File: config.mk
export PLATFORM = sky130hd
export DESIGN_NAME = pls_fp_adder
export DESIGN_NICKNAME = d
export VERILOG_FILES = /design/src/rtl/pls_fp_adder.sv
export SDC_FILE = /design/constraint.sdc
export NUM_CORES = 1
export LEC_CHECK = 0
export BUFFER_PORTS_ARGS = -buffer_cell sky130_fd_sc_hd__buf_2
export CORE_ASPECT_RATIO = 0.8
export CORE_MARGIN = 3
export CORE_UTILIZATION = 25
export CTS_CLUSTER_DIAMETER = 60
export CTS_CLUSTER_SIZE = 12
export DETAILED_ROUTE_END_ITERATION = 6
export PLACE_DENSITY_LB_ADDON = 0.05
export SLEW_MARGIN = 20
export SYNTH_ARGS = -nofsm -noshare
export SYNTH_HDL_FRONTEND = slang
export SYNTH_SLANG_ARGS = --single-unit
File: constraint.sdc
create_clock -name aclk -period 12.6 [get_ports aclk]
set_clock_uncertainty 0.2 [all_clocks]
set_input_delay 0.63 -clock aclk [delete_from_list [all_inputs] [get_ports aclk]]
set_output_delay 0.63 -clock aclk [all_outputs]
set_load 0.01 [all_outputs]
File: src/rtl/pls_fp_adder.sv
// rtl/pls_fp_adder.sv - IEEE-754 single-precision pipelined adder; optional output skid buffer via PLS_FP_ADDER_SKID_EN
module pls_fp_adder #(
    parameter int DATA_SIZE = 32
) (
    input  logic                 aclk,
    input  logic                 areset,
    input  logic [DATA_SIZE-1:0] s_a_tdata,
    input  logic                 s_a_tvalid,
    output logic                 s_a_tready,
    input  logic [DATA_SIZE-1:0] s_b_tdata,
    input  logic                 s_b_tvalid,
    output logic                 s_b_tready,
    output logic [DATA_SIZE-1:0] m_result_tdata,
    output logic                 m_result_tvalid,
    input  logic                 m_result_tready
);

    localparam logic [31:0] QNAN = 32'h7FC00000;

    logic advance;
    logic take;

    logic        sa, sb;
    logic [7:0]  ea, eb;
    logic [22:0] fa, fb;
    logic        a_zero, b_zero, a_inf, b_inf, a_nan, b_nan, a_big;

    assign {sa, ea, fa} = s_a_tdata;
    assign {sb, eb, fb} = s_b_tdata;

    // stage 1: unpack, classify, swap so the larger magnitude is "big"
    logic        s1_valid_q, s1_valid_d;
    logic        s1_spec_q, s1_spec_d;
    logic [31:0] s1_spec_val_q, s1_spec_val_d;
    logic        s1_sign_q, s1_sign_d;
    logic        s1_sub_q, s1_sub_d;
    logic [7:0]  s1_exp_q, s1_exp_d;
    logic [7:0]  s1_diff_q, s1_diff_d;
    logic [23:0] s1_mbig_q, s1_mbig_d;
    logic [23:0] s1_msmall_q, s1_msmall_d;

    // stage 2: aligned mantissas with guard/round/sticky
    logic        s2_valid_q, s2_valid_d;
    logic        s2_spec_q, s2_spec_d;
    logic [31:0] s2_spec_val_q, s2_spec_val_d;
    logic        s2_sign_q, s2_sign_d;
    logic        s2_sub_q, s2_sub_d;
    logic [7:0]  s2_exp_q, s2_exp_d;
    logic [26:0] s2_mbig_q, s2_mbig_d;
    logic [26:0] s2_msmall_q, s2_msmall_d;

    // stage 3: normalized sum, exponent kept signed-wide to catch underflow
    logic        s3_valid_q, s3_valid_d;
    logic        s3_spec_q, s3_spec_d;
    logic [31:0] s3_spec_val_q, s3_spec_val_d;
    logic        s3_sign_q, s3_sign_d;
    logic        s3_zero_q, s3_zero_d;
    logic [9:0]  s3_exp_q, s3_exp_d;
    logic [26:0] s3_mant_q, s3_mant_d;

    logic        s4_valid_q, s4_valid_d;
    logic [31:0] s4_data_q, s4_data_d;

    always_comb begin
        a_zero = (ea == 8'd0);
        b_zero = (eb == 8'd0);
        a_inf  = (ea == 8'hFF) && (fa == 23'd0);
        b_inf  = (eb == 8'hFF) && (fb == 23'd0);
        a_nan  = (ea == 8'hFF) && (fa != 23'd0);
        b_nan  = (eb == 8'hFF) && (fb != 23'd0);
        a_big  = s_a_tdata[30:0] >= s_b_tdata[30:0];
    end

    always_comb begin
        s1_valid_d    = s1_valid_q;
        s1_spec_d     = s1_spec_q;
        s1_spec_val_d = s1_spec_val_q;
        s1_sign_d     = s1_sign_q;
        s1_sub_d      = s1_sub_q;
        s1_exp_d      = s1_exp_q;
        s1_diff_d     = s1_diff_q;
        s1_mbig_d     = s1_mbig_q;
        s1_msmall_d   = s1_msmall_q;
        if (advance) begin
            s1_valid_d    = take;
            s1_spec_d     = 1'b1;
            s1_spec_val_d = QNAN;
            if (a_nan || b_nan || (a_inf && b_inf && (sa != sb))) begin
                s1_spec_val_d = QNAN;
            end else if (a_inf) begin
                s1_spec_val_d = {sa, 8'hFF, 23'd0};
            end else if (b_inf) begin
                s1_spec_val_d = {sb, 8'hFF, 23'd0};
            end else if (a_zero && b_zero) begin
                s1_spec_val_d = {sa & sb, 31'd0};
            end else if (a_zero) begin
                s1_spec_val_d = s_b_tdata;
            end else if (b_zero) begin
                s1_spec_val_d = s_a_tdata;
            end else begin
                s1_spec_d = 1'b0;
            end
            s1_sub_d = sa ^ sb;
            if (a_big) begin
                s1_sign_d   = sa;
                s1_exp_d    = ea;
                s1_diff_d   = ea - eb;
                s1_mbig_d   = {1'b1, fa};
                s1_msmall_d = {1'b1, fb};
            end else begin
                s1_sign_d   = sb;
                s1_exp_d    = eb;
                s1_diff_d   = eb - ea;
                s1_mbig_d   = {1'b1, fb};
                s1_msmall_d = {1'b1, fa};
            end
        end
    end

    logic [49:0] align_sh;

    always_comb begin
        s2_valid_d    = s2_valid_q;
        s2_spec_d     = s2_spec_q;
        s2_spec_val_d = s2_spec_val_q;
        s2_sign_d     = s2_sign_q;
        s2_sub_d      = s2_sub_q;
        s2_exp_d      = s2_exp_q;
        s2_mbig_d     = s2_mbig_q;
        s2_msmall_d   = s2_msmall_q;
        align_sh      = {s1_msmall_q, 26'd0} >> s1_diff_q;
        if (advance) begin
            s2_valid_d    = s1_valid_q;
            s2_spec_d     = s1_spec_q;
            s2_spec_val_d = s1_spec_val_q;
            s2_sign_d     = s1_sign_q;
            s2_sub_d      = s1_sub_q;
            s2_exp_d      = s1_exp_q;
            s2_mbig_d     = {s1_mbig_q, 3'b000};
            // beyond 25 positions the small operand only contributes to sticky
            s2_msmall_d   = (s1_diff_q >= 8'd26) ? 27'd1 : {align_sh[49:24], |align_sh[23:0]};
        end
    end

    logic [27:0] sum;
    logic [4:0]  lz;
    logic        lz_found;

    always_comb begin
        s3_valid_d    = s3_valid_q;
        s3_spec_d     = s3_spec_q;
        s3_spec_val_d = s3_spec_val_q;
        s3_sign_d     = s3_sign_q;
        s3_zero_d     = s3_zero_q;
        s3_exp_d      = s3_exp_q;
        s3_mant_d     = s3_mant_q;
        sum = s2_sub_q ? ({1'b0, s2_mbig_q} - {1'b0, s2_msmall_q})
                       : ({1'b0, s2_mbig_q} + {1'b0, s2_msmall_q});
        lz       = 5'd0;
        lz_found = 1'b0;
        for (int i = 26; i >= 0; i--) begin
            if (!lz_found && sum[i]) begin
                lz       = 5'(26 - i);
                lz_found = 1'b1;
            end
        end
        if (advance) begin
            s3_valid_d    = s2_valid_q;
            s3_spec_d     = s2_spec_q;
            s3_spec_val_d = s2_spec_val_q;
            s3_sign_d     = s2_sign_q;
            s3_zero_d     = (sum == 28'd0);
            if (sum[27]) begin
                s3_mant_d = {sum[27:2], sum[1] | sum[0]};
                s3_exp_d  = {2'b00, s2_exp_q} + 10'd1;
            end else begin
                s3_mant_d = sum[26:0] << lz;
                s3_exp_d  = {2'b00, s2_exp_q} - {5'd0, lz};
            end
        end
    end

    logic        round_up;
    logic [24:0] mant_r;
    logic [9:0]  exp_r;

    always_comb begin
        s4_valid_d = s4_valid_q;
        s4_data_d  = s4_data_q;
        round_up   = s3_mant_q[2] & (s3_mant_q[1] | s3_mant_q[0] | s3_mant_q[3]);
        mant_r     = {1'b0, s3_mant_q[26:3]} + {24'd0, round_up};
        exp_r      = s3_exp_q + {9'd0, mant_r[24]};
        if (advance) begin
            s4_valid_d = s3_valid_q;
            if (s3_spec_q) begin
                s4_data_d = s3_spec_val_q;
            end else if (s3_zero_q) begin
                s4_data_d = 32'd0;
            end else if (s3_exp_q[9] || (s3_exp_q == 10'd0)) begin
                s4_data_d = {s3_sign_q, 31'd0};
            end else if (exp_r >= 10'd255) begin
                s4_data_d = {s3_sign_q, 8'hFF, 23'd0};
            end else begin
                s4_data_d = {s3_sign_q, exp_r[7:0], mant_r[22:0]};
            end
        end
    end

`ifdef PLS_FP_ADDER_SKID_EN
    logic        advance_q, advance_d;
    logic [1:0]  count_q, count_d;
    logic [31:0] buf0_q, buf0_d, buf1_q, buf1_d;
    logic        push, pop;
    logic [1:0]  occ;

    // the enable is a registered prediction of free space, so the pipe never sees m_result_tready
    always_comb begin
        push      = s4_valid_q & advance_q;
        pop       = (count_q != 2'd0) & m_result_tready;
        count_d   = count_q + {1'b0, push} - {1'b0, pop};
        occ       = count_q - {1'b0, pop};
        advance_d = (count_d != 2'd2);
        buf0_d    = buf0_q;
        buf1_d    = buf1_q;
        if (pop) begin
            buf0_d = buf1_q;
        end
        if (push) begin
            if (occ == 2'd0) begin
                buf0_d = s4_data_q;
            end else begin
                buf1_d = s4_data_q;
            end
        end
    end

    always_ff @(posedge aclk or posedge areset) begin
        if (areset) begin
            advance_q <= 1'b1;
            count_q   <= 2'd0;
            buf0_q    <= 32'd0;
            buf1_q    <= 32'd0;
        end else begin
            advance_q <= advance_d;
            count_q   <= count_d;
            buf0_q    <= buf0_d;
            buf1_q    <= buf1_d;
        end
    end

    assign advance         = advance_q;
    assign m_result_tvalid = (count_q != 2'd0);
    assign m_result_tdata  = buf0_q;
`else
    assign advance         = ~s4_valid_q | m_result_tready;
    assign m_result_tvalid = s4_valid_q;
    assign m_result_tdata  = s4_data_q;
`endif

    assign take       = s_a_tvalid & s_b_tvalid & advance & ~areset;
    assign s_a_tready = take;
    assign s_b_tready = take;

    always_ff @(posedge aclk or posedge areset) begin
        if (areset) begin
            s1_valid_q    <= 1'b0;
            s1_spec_q     <= 1'b0;
            s1_spec_val_q <= 32'd0;
            s1_sign_q     <= 1'b0;
            s1_sub_q      <= 1'b0;
            s1_exp_q      <= 8'd0;
            s1_diff_q     <= 8'd0;
            s1_mbig_q     <= 24'd0;
            s1_msmall_q   <= 24'd0;
            s2_valid_q    <= 1'b0;
            s2_spec_q     <= 1'b0;
            s2_spec_val_q <= 32'd0;
            s2_sign_q     <= 1'b0;
            s2_sub_q      <= 1'b0;
            s2_exp_q      <= 8'd0;
            s2_mbig_q     <= 27'd0;
            s2_msmall_q   <= 27'd0;
            s3_valid_q    <= 1'b0;
            s3_spec_q     <= 1'b0;
            s3_spec_val_q <= 32'd0;
            s3_sign_q     <= 1'b0;
            s3_zero_q     <= 1'b0;
            s3_exp_q      <= 10'd0;
            s3_mant_q     <= 27'd0;
            s4_valid_q    <= 1'b0;
            s4_data_q     <= 32'd0;
        end else begin
            s1_valid_q    <= s1_valid_d;
            s1_spec_q     <= s1_spec_d;
            s1_spec_val_q <= s1_spec_val_d;
            s1_sign_q     <= s1_sign_d;
            s1_sub_q      <= s1_sub_d;
            s1_exp_q      <= s1_exp_d;
            s1_diff_q     <= s1_diff_d;
            s1_mbig_q     <= s1_mbig_d;
            s1_msmall_q   <= s1_msmall_d;
            s2_valid_q    <= s2_valid_d;
            s2_spec_q     <= s2_spec_d;
            s2_spec_val_q <= s2_spec_val_d;
            s2_sign_q     <= s2_sign_d;
            s2_sub_q      <= s2_sub_d;
            s2_exp_q      <= s2_exp_d;
            s2_mbig_q     <= s2_mbig_d;
            s2_msmall_q   <= s2_msmall_d;
            s3_valid_q    <= s3_valid_d;
            s3_spec_q     <= s3_spec_d;
            s3_spec_val_q <= s3_spec_val_d;
            s3_sign_q     <= s3_sign_d;
            s3_zero_q     <= s3_zero_d;
            s3_exp_q      <= s3_exp_d;
            s3_mant_q     <= s3_mant_d;
            s4_valid_q    <= s4_valid_d;
            s4_data_q     <= s4_data_d;
        end
    end

endmodule

==> results of run 1 <==
-- logic make-up after synthesis --
family	after synthesis
AND/OR/NAND/NOR	993
AO/OA/AOI/OAI	680
flip-flops	300
buffers and inverters	281
multiplexers	140
adder cells (fa/ha/maj)	102
XOR/XNOR	59
-- final cells by class --
cell class              instances  area, µm²  area share, %
clock inverters                15        194          0.811
diodes                          1       2.50         0.0105
flip-flops and latches        300       7510           31.4
multi-input cells            1974      12500           52.4
well taps                    1104       1380           5.78
inverters                     125        477           1.99
repair buffers                130        731           3.06
clock buffers                  49       1100           4.58
-- where the power goes --
part | total [mW] | switching, mW | internal [mW] | leakage [nW]
registers | 1.36 | 0.199 | 1.16 | 3.71
logic | 2.39 | 1.56 | 0.822 | 6.21
clock network | 1.15 | 0.464 | 0.683 | 0.629
-- metal layers --
metal  vias to the layer above  share of wire [%]
met1                      9532                 54
met4                         0                1.6
met3                        74                4.6
met5                         -                  0
met2                       458                 40
li1                       9216                  -
-- flip-flops by register name, indices dropped and copies added, names as in the netlist, 8 cells and up --
name and count:
m_result_tdata 32, s1_diff_q 8, s1_exp_q 8, s1_mbig_q 24, s1_msmall_q 23, s1_spec_val_q 32, s2_exp_q 8, s2_mbig_q 24
s2_msmall_q 27, s2_spec_val_q 32, s3_exp_q 10, s3_mant_q 27, s3_spec_val_q 32
-- path summary, 6_finish.rpt --
kind,startpoint,to,slack (ps)
setup / recovery,s2_msmall_q[12],s3_exp_q[8],4680
min in group aclk,s_b_tdata[30],s1_spec_val_q[30],190
max in group asynchronous,areset,s2_mbig_q[16],9910
hold / removal,areset,s3_sign_q,90
setup reg to reg,s2_msmall_q[12],s3_exp_q[8],4680
hold reg to reg,s3_spec_val_q[29],s3_spec_val_q[29],270
-- critical path: stages (launching register included) --
cell and delay [ps]:
dfrtp_1 350, inv_1 70, ha_1 630, inv_1 260
o31ai_1 510, a221oi_1 290, a2111oi_1 920, or4_1 220
nand4_1 220, o21bai_2 370, nor4_1 850, a32oi_1 130
nor2b_2 200, buf_4 260, inv_2 380, ha_1 230
inv_1 60, fa_1 400, a21o_1 190, a21oi_1 170
nor2b_1 80, or4_1 420, nor3_1 210, a31oi_1 60
o21ai_0 140
-- cells in the mapped netlist (10+ instances only) --
cell type	instances	area share, %
o32a_1	11	0.52
mux4_2	13	1.4
dfrtp_1	300	36
buf_1	12	0.21
mux2_2	21	1.1
and3_1	17	0.50
a21o_1	28	1.0
a221oi_1	47	2.0
buf_2	18	0.43
inv_1	119	2.1
xor2_1	21	0.87
a21oi_1	156	3.7
nor2b_1	23	0.68
clkbuf_1	121	2.2
nand2b_1	27	0.80
ha_1	98	5.8
nor3_1	36	0.85
a211o_1	14	0.58
and2_1	13	0.39
o211ai_1	18	0.64
a31oi_1	25	0.74
and4_1	10	0.42
nand3_1	41	0.97
nand2_1	486	8.6
o21bai_1	11	0.39
xnor2_1	38	1.6
mux2i_1	105	5.0
a211oi_1	31	1.1
o311ai_0	10	0.42
nand4_1	40	1.2
o31ai_1	21	0.75
o21a_1	17	0.60
nor2_1	229	4.1
a22oi_1	10	0.36
nor4_1	27	0.80
a22o_1	44	1.8
o21ai_0	146	3.5
-- cell usage in the layout (no fill, tap or decap), types with 9 or more instances in the layout --
cell,netlist,layout
buf_4,3,26
mux2_2,21,21
and2_1,13,13
xor2_1,21,21
o22ai_1,9,9
xnor2_1,38,38
o21ai_0,146,146
o311ai_0,10,9
mux4_2,13,13
a22oi_1,10,10
buf_2,18,103
and3_1,17,17
a21o_1,28,28
nor2_1,229,227
nor3_1,36,36
nand4_1,40,40
nand3_1,41,41
mux2i_1,105,105
nor4_1,27,27
ha_1,98,98
a22o_1,44,44
a211o_1,14,14
a221oi_1,47,47
o21bai_1,11,11
clkbuf_16,0,41
nand2_1,486,486
o31ai_1,21,21
and4_1,10,10
a211oi_1,31,31
nor2b_1,23,21
o32a_1,11,11
o211ai_1,18,18
nand2b_1,27,26
a31oi_1,25,25
o21a_1,17,17
dfrtp_1,300,300
inv_1,119,118
a21oi_1,156,155
-- stage by stage --
step                      power [mW]  utilization, %  std cells
after global routing            5.26            28.8       3698
after detailed placement        3.76            27.3       3633
after global placement          3.79            27.3       3633
after CTS                       4.95            28.8       3697
after floorplan                 2.92               -       2555
final                           4.90            28.8       3698
==> impl_metrics.py, run 1 <==
metrics = {
    "sta": {
        "fin_ws_ps": 4680,
        "rsz0062_at_grt": "no",
        "fmax_mhz": 126,
        "hold_viol_final": 0,
        "setup_tns_ps": 0,
        "worst_pin_slew_ps": 1080,
        "whs_ps": 93.3,
        "finalSetupViolCount": 0,
        "finalCritPeriodShare_pct": 62.9,
        "period_needed_ps": 7920,
        "slew_violations": 0,
        "relSlewSlack_pct": 28.2,
    },
    "placed_design": {
        "place.gp.congestion": 0.872,
        "dpl.hpwl_mm": 66.4,
        "pre_cts_slack_ps": 4660,
        "place_area_um2": 22600,
        "port-buffer-count": 103,
    },
    "clock_network": {
        "cts_setup_buffers": 0,
        "clockBufferDepth": 3,
        "cts-htree-levels": 2,
        "worstSkewPairLatency_ps": 570,
        "cts_buffers": 39,
        "clock_sinks": 300,
        "clockRootBuffer": "clkbuf_16",
        "cts-hold-fix-buffers": 0,
        "cts_tree": "yes",
        "cts_resized": 0,
        "cts.clk_slew.worst_paths_ps": 60,
    },
    "synth": {
        "synth_top_family_by_area": "compound AO/OA/AOI/OAI gates",
        "synthAdderAreaFrac_pct": 6.19,
        "synth_seq_cells": 300,
        "synth_edf_count": 0,
        "synth.mux.area_fraction_pct": 7.56,
        "synth_warnings": 0,
        "syn-num-nets": 2726,
        "ys_seq_area_share_pct": 35.6,
        "synth_flop_cell": "dfrtp_1",
        "async_flop_share_pct": 100,
        "yosys.area_share.simple_pct": 21.0,
        "ys_types": 90,
        "synth-compound-area-share_pct": 21.9,
        "yosys.area_share.xor_xnor_pct": 2.45,
        "synth_cells": 2555,
        "syn_avg_cell_area_um2": 8.26,
        "synth_area_um2": 21100,
    },
    "cells_and_area": {
        "area_growth_pct": 13.3,
        "fill_cells": 8964,
        "final_nets": 2741,
        "final_cell_area_um2": 23900,
        "drive_gt1_share_pct": 10.1,
    },
    "global_route": {
        "antenna_found_initial": 1,
        "track_usage_pct": 19.6,
        "grt_max_degree": 165,
        "use_met1_pct": 31.8,
        "use_met2_pct": 27.0,
        "grt_first_pass_wirelength_mm": 131,
        "grt_pass1_vias": 19000,
        "use_met3_pct": 2.80,
        "grt-busiest-layer": "met1",
        "grt_overflow": 0,
    },
    "drt": {
        "dr.first_iter.drc_count": 1663,
        "drt_pass1_iterations": 5,
        "avgViaCountPerCell": 5.21,
        "vias": 19300,
        "wire_per_inst_um": 23.4,
        "routed_wirelength_mm": 86.7,
        "drc": 0,
        "ant_nets": 0,
    },
    "die": {
        "start_util_pct": 25.4,
        "die_w_um": 331,
        "rows": 94,
        "pin_count": 104,
        "die_y_um": 266,
        "die-area_um2": 87900,
        "coreArea_um2": 82900,
    },
    "outcome": {
        "outcome": "finished, final reports clean",
    },
    "power": {
        "power_density_nw_per_um2": 205,
        "p_leak_nw": 10.6,
        "ir_drop_mv": 0.123,
    },
    "hold_path": {
        "hp-class": "input port to asynchronous set/reset pin",
    },
    "critical_path": {
        "critPathKind": "flop to flop",
        "worstSetupEndpointType": "flop",
        "crit_arrival_ps": 8200,
        "crit_required_ps": 12880,
        "reg2reg_depth": 24,
        "crit_path_start_kind": "flop",
        "worstPathMaxFanout": 27,
    },
    "flow_run": {
        "cap_violations": 0,
    },
}
No activity file was read; power rests on OpenSTA's default activity.
==> run 2: changes to the inputs <==
- clock period: 12.6 -> 6.35 ns (I/O delays scaled with it)
==> run 2 against run 1 <==
  * Global-route usage increased by 0.37 points
  * Sequential share of layout area decreased by 1.5 points
  * Non-clock buffer count increased by 140
  * Clock power increased by 83%
  * Critical path type unchanged
  * Die area unchanged
  * Register-to-register slack got worse by 4400 ps
  * Hold slack got worse by 60 ps
  * Final area increased by 5.0%
  * Cell count increased by 3.7%
  * Critical path depth decreased by 4
==> impl_metrics.py, run 2 (same netlist as run 1, synthesis figures left out) <==
metrics = {
    "outcome": {
        "outcome": "finished, final reports clean",
    },
    "sta": {
        "hold_viol_final": 0,
        "slew_violations": 0,
        "relSlewSlack_pct": 28.5,
        "finalCritPeriodShare_pct": 95.4,
        "fin_ws_ps": 289,
        "period_needed_ps": 6060,
        "setup_tns_ps": 0,
        "fmax_mhz": 165,
        "worst_pin_slew_ps": 1070,
        "finalSetupViolCount": 0,
    },
    "die": {
        "die_w_um": 331,
        "coreArea_um2": 82900,
        "die-area_um2": 87900,
        "die_y_um": 266,
        "rows": 94,
        "pin_count": 104,
        "start_util_pct": 25.4,
    },
    "drt": {
        "ant_nets": 0,
        "drt_pass1_iterations": 5,
        "routed_wirelength_mm": 88.5,
        "vias": 19800,
        "dr.first_iter.drc_count": 1501,
        "drc": 0,
        "wire_per_inst_um": 23.1,
        "avgViaCountPerCell": 5.16,
    },
    "hold_path": {
        "worstHoldPathCells": 3,
        "hp-class": "input port to flop",
        "min_to": "s1_mbig_q[9]",
        "hp-start": "s_a_tdata[9]",
    },
    "global_route": {
        "grt_first_pass_wirelength_mm": 133,
        "grt_max_degree": 178,
        "track_usage_pct": 20.0,
        "antenna_found_initial": 3,
        "grt_overflow": 0,
        "grt_pass1_vias": 19600,
    },
    "placed_design": {
        "port-buffer-count": 103,
        "place.gp.congestion": 0.858,
        "place_area_um2": 23100,
        "dp_cells": 3701,
        "dpl.hpwl_mm": 68.1,
        "pre_cts_slack_ps": 176,
    },
    "cells_and_area": {
        "layout_commonest_cell": "nand2_1",
        "final_cell_mix": "486 x nand2_1, 299 x dfrtp_1, 228 x nor2_1",
        "stdcell_count": 3834,
        "drive_gt1_share_pct": 12.5,
        "area_growth_pct": 19.0,
        "final_cell_area_um2": 25100,
        "post-route-util_pct": 30.3,
        "final_nets": 2879,
    },
    "clock_network": {
        "cts-htree-levels": 2,
        "clockRootBuffer": "clkbuf_16",
        "cts.clk_slew.worst_paths_ps": 60,
        "worstSkewPairLatency_ps": 570,
        "cts_tree": "yes",
        "clockBufferDepth": 3,
        "cts_buffers": 37,
        "clock_sinks": 300,
    },
    "critical_path": {
        "r2r_end": "s3_exp_q[6]",
        "reg2reg_slack_ps": 290,
        "worstPathMaxFanout": 11,
        "reg2reg_depth": 20,
        "crit_required_ps": 6550,
        "critical_path_buf_inv_count": 2,
        "crit_arrival_ps": 6260,
        "crit_family": "simple AND/OR/NAND/NOR gates",
        "cpPeakStageDelay_ps": 580,
        "crit_chain": "inv_1 -> ha_1 -> and2_1 -> and3_1 -> a32o_1 -> o31a_1 -> or4_4 -> a211oi_4 -> nand4b_1 -> or4_4 -> a31oi_4 -> inv_1 -> fa_1 -> a21o_1 -> a21oi_1 -> nor2b_1 -> or4_1 -> o21ai_0 -> xnor2_1 -> o21ai_0",
        "r2r-start": "s2_msmall_q[10]",
        "crit_path_start_kind": "flop",
        "critPathKind": "flop to flop",
        "worstSetupEndpointType": "flop",
        "slowest_stage": "or4_4",
    },
    "power": {
        "ir_drop_mv": 0.192,
        "power_density_nw_per_um2": 393,
        "p_leak_nw": 11.1,
    },
    "flow_run": {
        "cap_violations": 0,
    },
}
## run 2: cell count changes in the layout (fill, tap and decap cells not counted), moves of 2 or more
cell,previous run,this run
dlygate4sd3_1,0,71
buf_4,26,92
clkbuf_16,41,37
clkinv_2,1,5
inv_8,3,0
buf_12,1,3
clkbuf_1,4,2
clkinv_8,0,2
clkinvlp_4,2,4
ha_1,98,96
ha_2,0,2
## run 2: routing by layer
layer	vias to the layer above	wire, µm	GRT usage, %
met5	-	0	0
met4	0	1580	4.18
met3	77	3850	2.77
met2	442	36000	27.7
met1	9780	47200	32.1
li1	9489	-	-
## run 2: area by class of cell
type / count / area, µm²
Fill cell: 8997 / 57800
Multi-Input combinational cell: 1974 / 12600
Sequential cell: 300 / 7510
Timing Repair Buffer: 270 / 1990
Tap cell: 1104 / 1380
Clock buffer: 42 / 975
Inverter: 125 / 473
Clock inverter: 18 / 193
Antenna cell: 1 / 2.50
## run 2: power breakdown
group | switching [mW] | total [mW] | internal, mW | leakage (nW)
Sequential | 0.444 | 2.75 | 2.31 | 3.71
Clock | 0.919 | 2.11 | 1.19 | 0.569
Combinational | 3.14 | 5.00 | 1.86 | 6.83
## run 2: what timing repair did
action                     in CTS  in global routing
gates resized for setup         0                 16
setup endpoints to repair       0                 14
hold endpoints to repair       72                  0
hold buffers                   71                  0
buffers inserted                0                  1
## run 2: worst max-delay path by stage
stage,from,to,slack [ps],cells after the start
6_report,s2_msmall_q[10],s3_exp_q[6],290,20
3_3_place_gp,s2_mbig_q[12],s3_exp_q[6],130,23
2_1_floorplan,s2_msmall_q[4],s3_exp_q[6],390,26
4_1_cts,s2_mbig_q[15],s3_mant_q[18],110,17
3_5_place_dp,s2_mbig_q[15],s3_mant_q[18],180,17
5_1_grt,s2_mbig_q[15],s3_exp_q[6],-70,24
## run 2: per-stage QoR
stage,hold slack (ps),total power [mW]
after detailed placement,220,7.70
after CTS,0.433,9.94
after global routing,15.8,10.6
final,33.7,9.86
after global placement,226,7.75
after floorplan,230,5.78
## run 2: worst min-delay path, cell delays in order
cell and delay [ps]:
buf_2 160, a21oi_1 150, o21ai_0 140
==> run 3: changes to the inputs <==
- clock period: 6.35 -> 4.9 ns (I/O delays scaled with it)
==> run 3 against run 2 <==
  * The flow now finishes with violations (negative setup slack)
  * Fmax is 10% higher
  * Hold slack barely moved
  * Register-to-register slack worse by 890 ps
  * Total power up 59%
  * Clock power grew 34%
  * Sequential power rose by 31%
  * Via count rose by 7.3%
  * Utilization is 5.5 points higher
  * Sequential share of layout area down 4.6 points
  * Flip-flop and latch count did not move
  * Critical path depth up 4
  * Wire length is 4.2% higher
  * Critical path type unchanged
==> impl_metrics.py, run 3 (same netlist as run 1, synthesis figures left out) <==
metrics = {
    "clock_network": {
        "cts_tree": "yes",
        "worstSkewPairLatency_ps": 570,
        "cts.clk_slew.worst_paths_ps": 60,
        "clockBufferDepth": 3,
        "cts_buffers": 37,
        "cts-htree-levels": 2,
        "clockRootBuffer": "clkbuf_16",
        "clock_sinks": 300,
    },
    "outcome": {
        "violations": "negative setup slack",
        "outcome": "finished, violations left",
    },
    "cells_and_area": {
        "final_nets": 3283,
        "multiInputGateArea_um2": 13800,
        "layout_commonest_cell": "nand2_1",
        "drive_gt1_share_pct": 28.3,
        "seqCellArea_um2": 7510,
        "fill_cells": 8732,
        "area_growth_pct": 40.8,
        "final_cell_mix": "480 x nand2_1, 442 x buf_4, 300 x dfrtp_1",
    },
    "drt": {
        "drt_pass1_iterations": 5,
        "routed_wirelength_mm": 92.3,
        "dr.first_iter.drc_count": 1503,
        "ant_nets": 0,
        "wire_per_inst_um": 21.8,
        "drc": 0,
        "vias": 21200,
        "avgViaCountPerCell": 5.01,
    },
    "global_route": {
        "grt_overflow": 0,
        "track_usage_pct": 20.8,
        "grt_first_pass_wirelength_mm": 140,
        "antenna_found_initial": 1,
        "use_met1_pct": 33.1,
        "grt_max_degree": 175,
        "use_met2_pct": 29.7,
        "grt-busiest-layer": "met1",
        "grt_pass1_vias": 21300,
        "use_met3_pct": 2.83,
    },
    "critical_path": {
        "cpPeakStageDelay_ps": 580,
        "reg2reg_slack_ps": -600,
        "slowest_stage": "or4_4",
        "reg2reg_depth": 24,
        "r2r_end": "s3_exp_q[8]",
        "crit_start": "s2_mbig_q[19]",
        "crit_arrival_ps": 5800,
        "worstSetupEndpointType": "flop",
        "crit_required_ps": 5200,
        "crit_path_start_kind": "flop",
        "worstPathMaxFanout": 3,
        "r2r-start": "s2_mbig_q[19]",
        "endpoint": "s3_exp_q[8]",
        "crit_chain": "ha_1 -> nand2b_1 -> a211o_1 -> nand3_4 -> buf_4 -> a31oi_1 -> or4_4 -> a211oi_4 -> nand4b_1 -> buf_6 -> nor4_4 -> a32oi_1 -> nor2b_4 -> clkinv_4 -> ha_4 -> inv_2 -> fa_2 -> a21o_1 -> a21oi_2 -> nor2b_1 -> or4_4 -> nor3_4 -> a31oi_1 -> o21ai_1",
        "critPathKind": "flop to flop",
    },
    "die": {
        "die-area_um2": 87900,
        "pin_count": 104,
        "coreArea_um2": 82900,
        "die_y_um": 266,
        "start_util_pct": 25.4,
        "die_w_um": 331,
        "rows": 94,
    },
    "sta": {
        "worst_pin_slew_ps": 1020,
        "finalCritPeriodShare_pct": 112,
        "whs_ps": 33.5,
        "relSlewSlack_pct": 32.0,
        "hold_viol_final": 0,
        "finalSetupViolCount": 34,
        "fin_ws_ps": -601,
        "fmax_mhz": 182,
        "slew_violations": 0,
        "period_needed_ps": 5500,
        "rsz0062_at_grt": "yes",
    },
    "hold_path": {
        "hp-class": "input port to flop",
    },
    "power": {
        "power_density_nw_per_um2": 529,
        "p_leak_nw": 13.4,
        "ir_drop_mv": 0.234,
    },
    "placed_design": {
        "dpl.hpwl_mm": 71.8,
        "pre_cts_slack_ps": -1010,
        "port-buffer-count": 103,
        "place.gp.congestion": 0.859,
    },
    "flow_run": {
        "cap_violations": 0,
    },
}
## run 3: worst min path at each step
stage / start / end / slack, ps / depth (start not counted)
after floorplan: s_a_tdata[23] / s1_spec_val_q[23] / 200 / 1
after global placement: areset / s3_spec_val_q[23] / 60 / 2
after detailed placement: areset / s3_spec_val_q[23] / 70 / 2
after CTS: s_a_tdata[17] / s1_mbig_q[17] / 3 / 4
after global routing: s_b_tdata[19] / s1_spec_val_q[19] / 20 / 3
final: m_result_tready / s2_spec_val_q[30] / 30 / 5
## run 3: critical path: cells and delay by family (launching register included)
| family | cells | cell delay, ps |
|---|---|---|
| buf+inv | 4 | 410 |
| fa+ha+maj | 3 | 810 |
| flops | 1 | 400 |
| simple gates | 9 | 2330 |
| compound gates | 8 | 1280 |
## run 3: power by group
part / internal [mW] / total (mW) / switching [mW]
logic: 4.36 / 9.29 / 4.93
registers: 2.99 / 3.59 / 0.603
clock network: 1.62 / 2.82 / 1.20
total: 8.97 / 15.7 / 6.73
## run 3: through the flow
step	setup TNS [ps]	area, µm²	util [%]	cells	power [mW]
6_report	-14150	29700	35.8	4237	15.7
2_1_floorplan	-3200	21300	-	2555	7.60
4_1_cts	-14710	29200	35.2	4220	15.4
5_1_grt	-21860	29700	35.8	4236	16.7
3_5_place_dp	-25190	26000	31.3	4045	11.5
3_3_place_gp	-24130	26000	31.3	4045	11.5
## run 3: layout make-up
class,instances,share of cell area (%)
multi-input cells,1974,46.6
flip-flops and latches,300,25.3
repair buffers,674,17.8
well taps,1104,4.65
clock buffers,43,3.33
inverters,125,1.61
clock inverters,16,0.729
diodes,1,0.00842
## run 3: layer usage
metal	part of all wire, %	vias up
li1	-	10300
met5	0	-
met2	41	413
met3	4.2	74
met4	1.7	0
met1	53	10400
## run 3: what timing repair did
action / in CTS / in global routing
gates resized for setup: 174 / 93
hold endpoints to repair: 119 / 0
cloned: 3 / 0
pin swaps: 71 / 35
setup buffers: 27 / 18
setup endpoints to repair: 35 / 38
hold buffers: 94 / 0
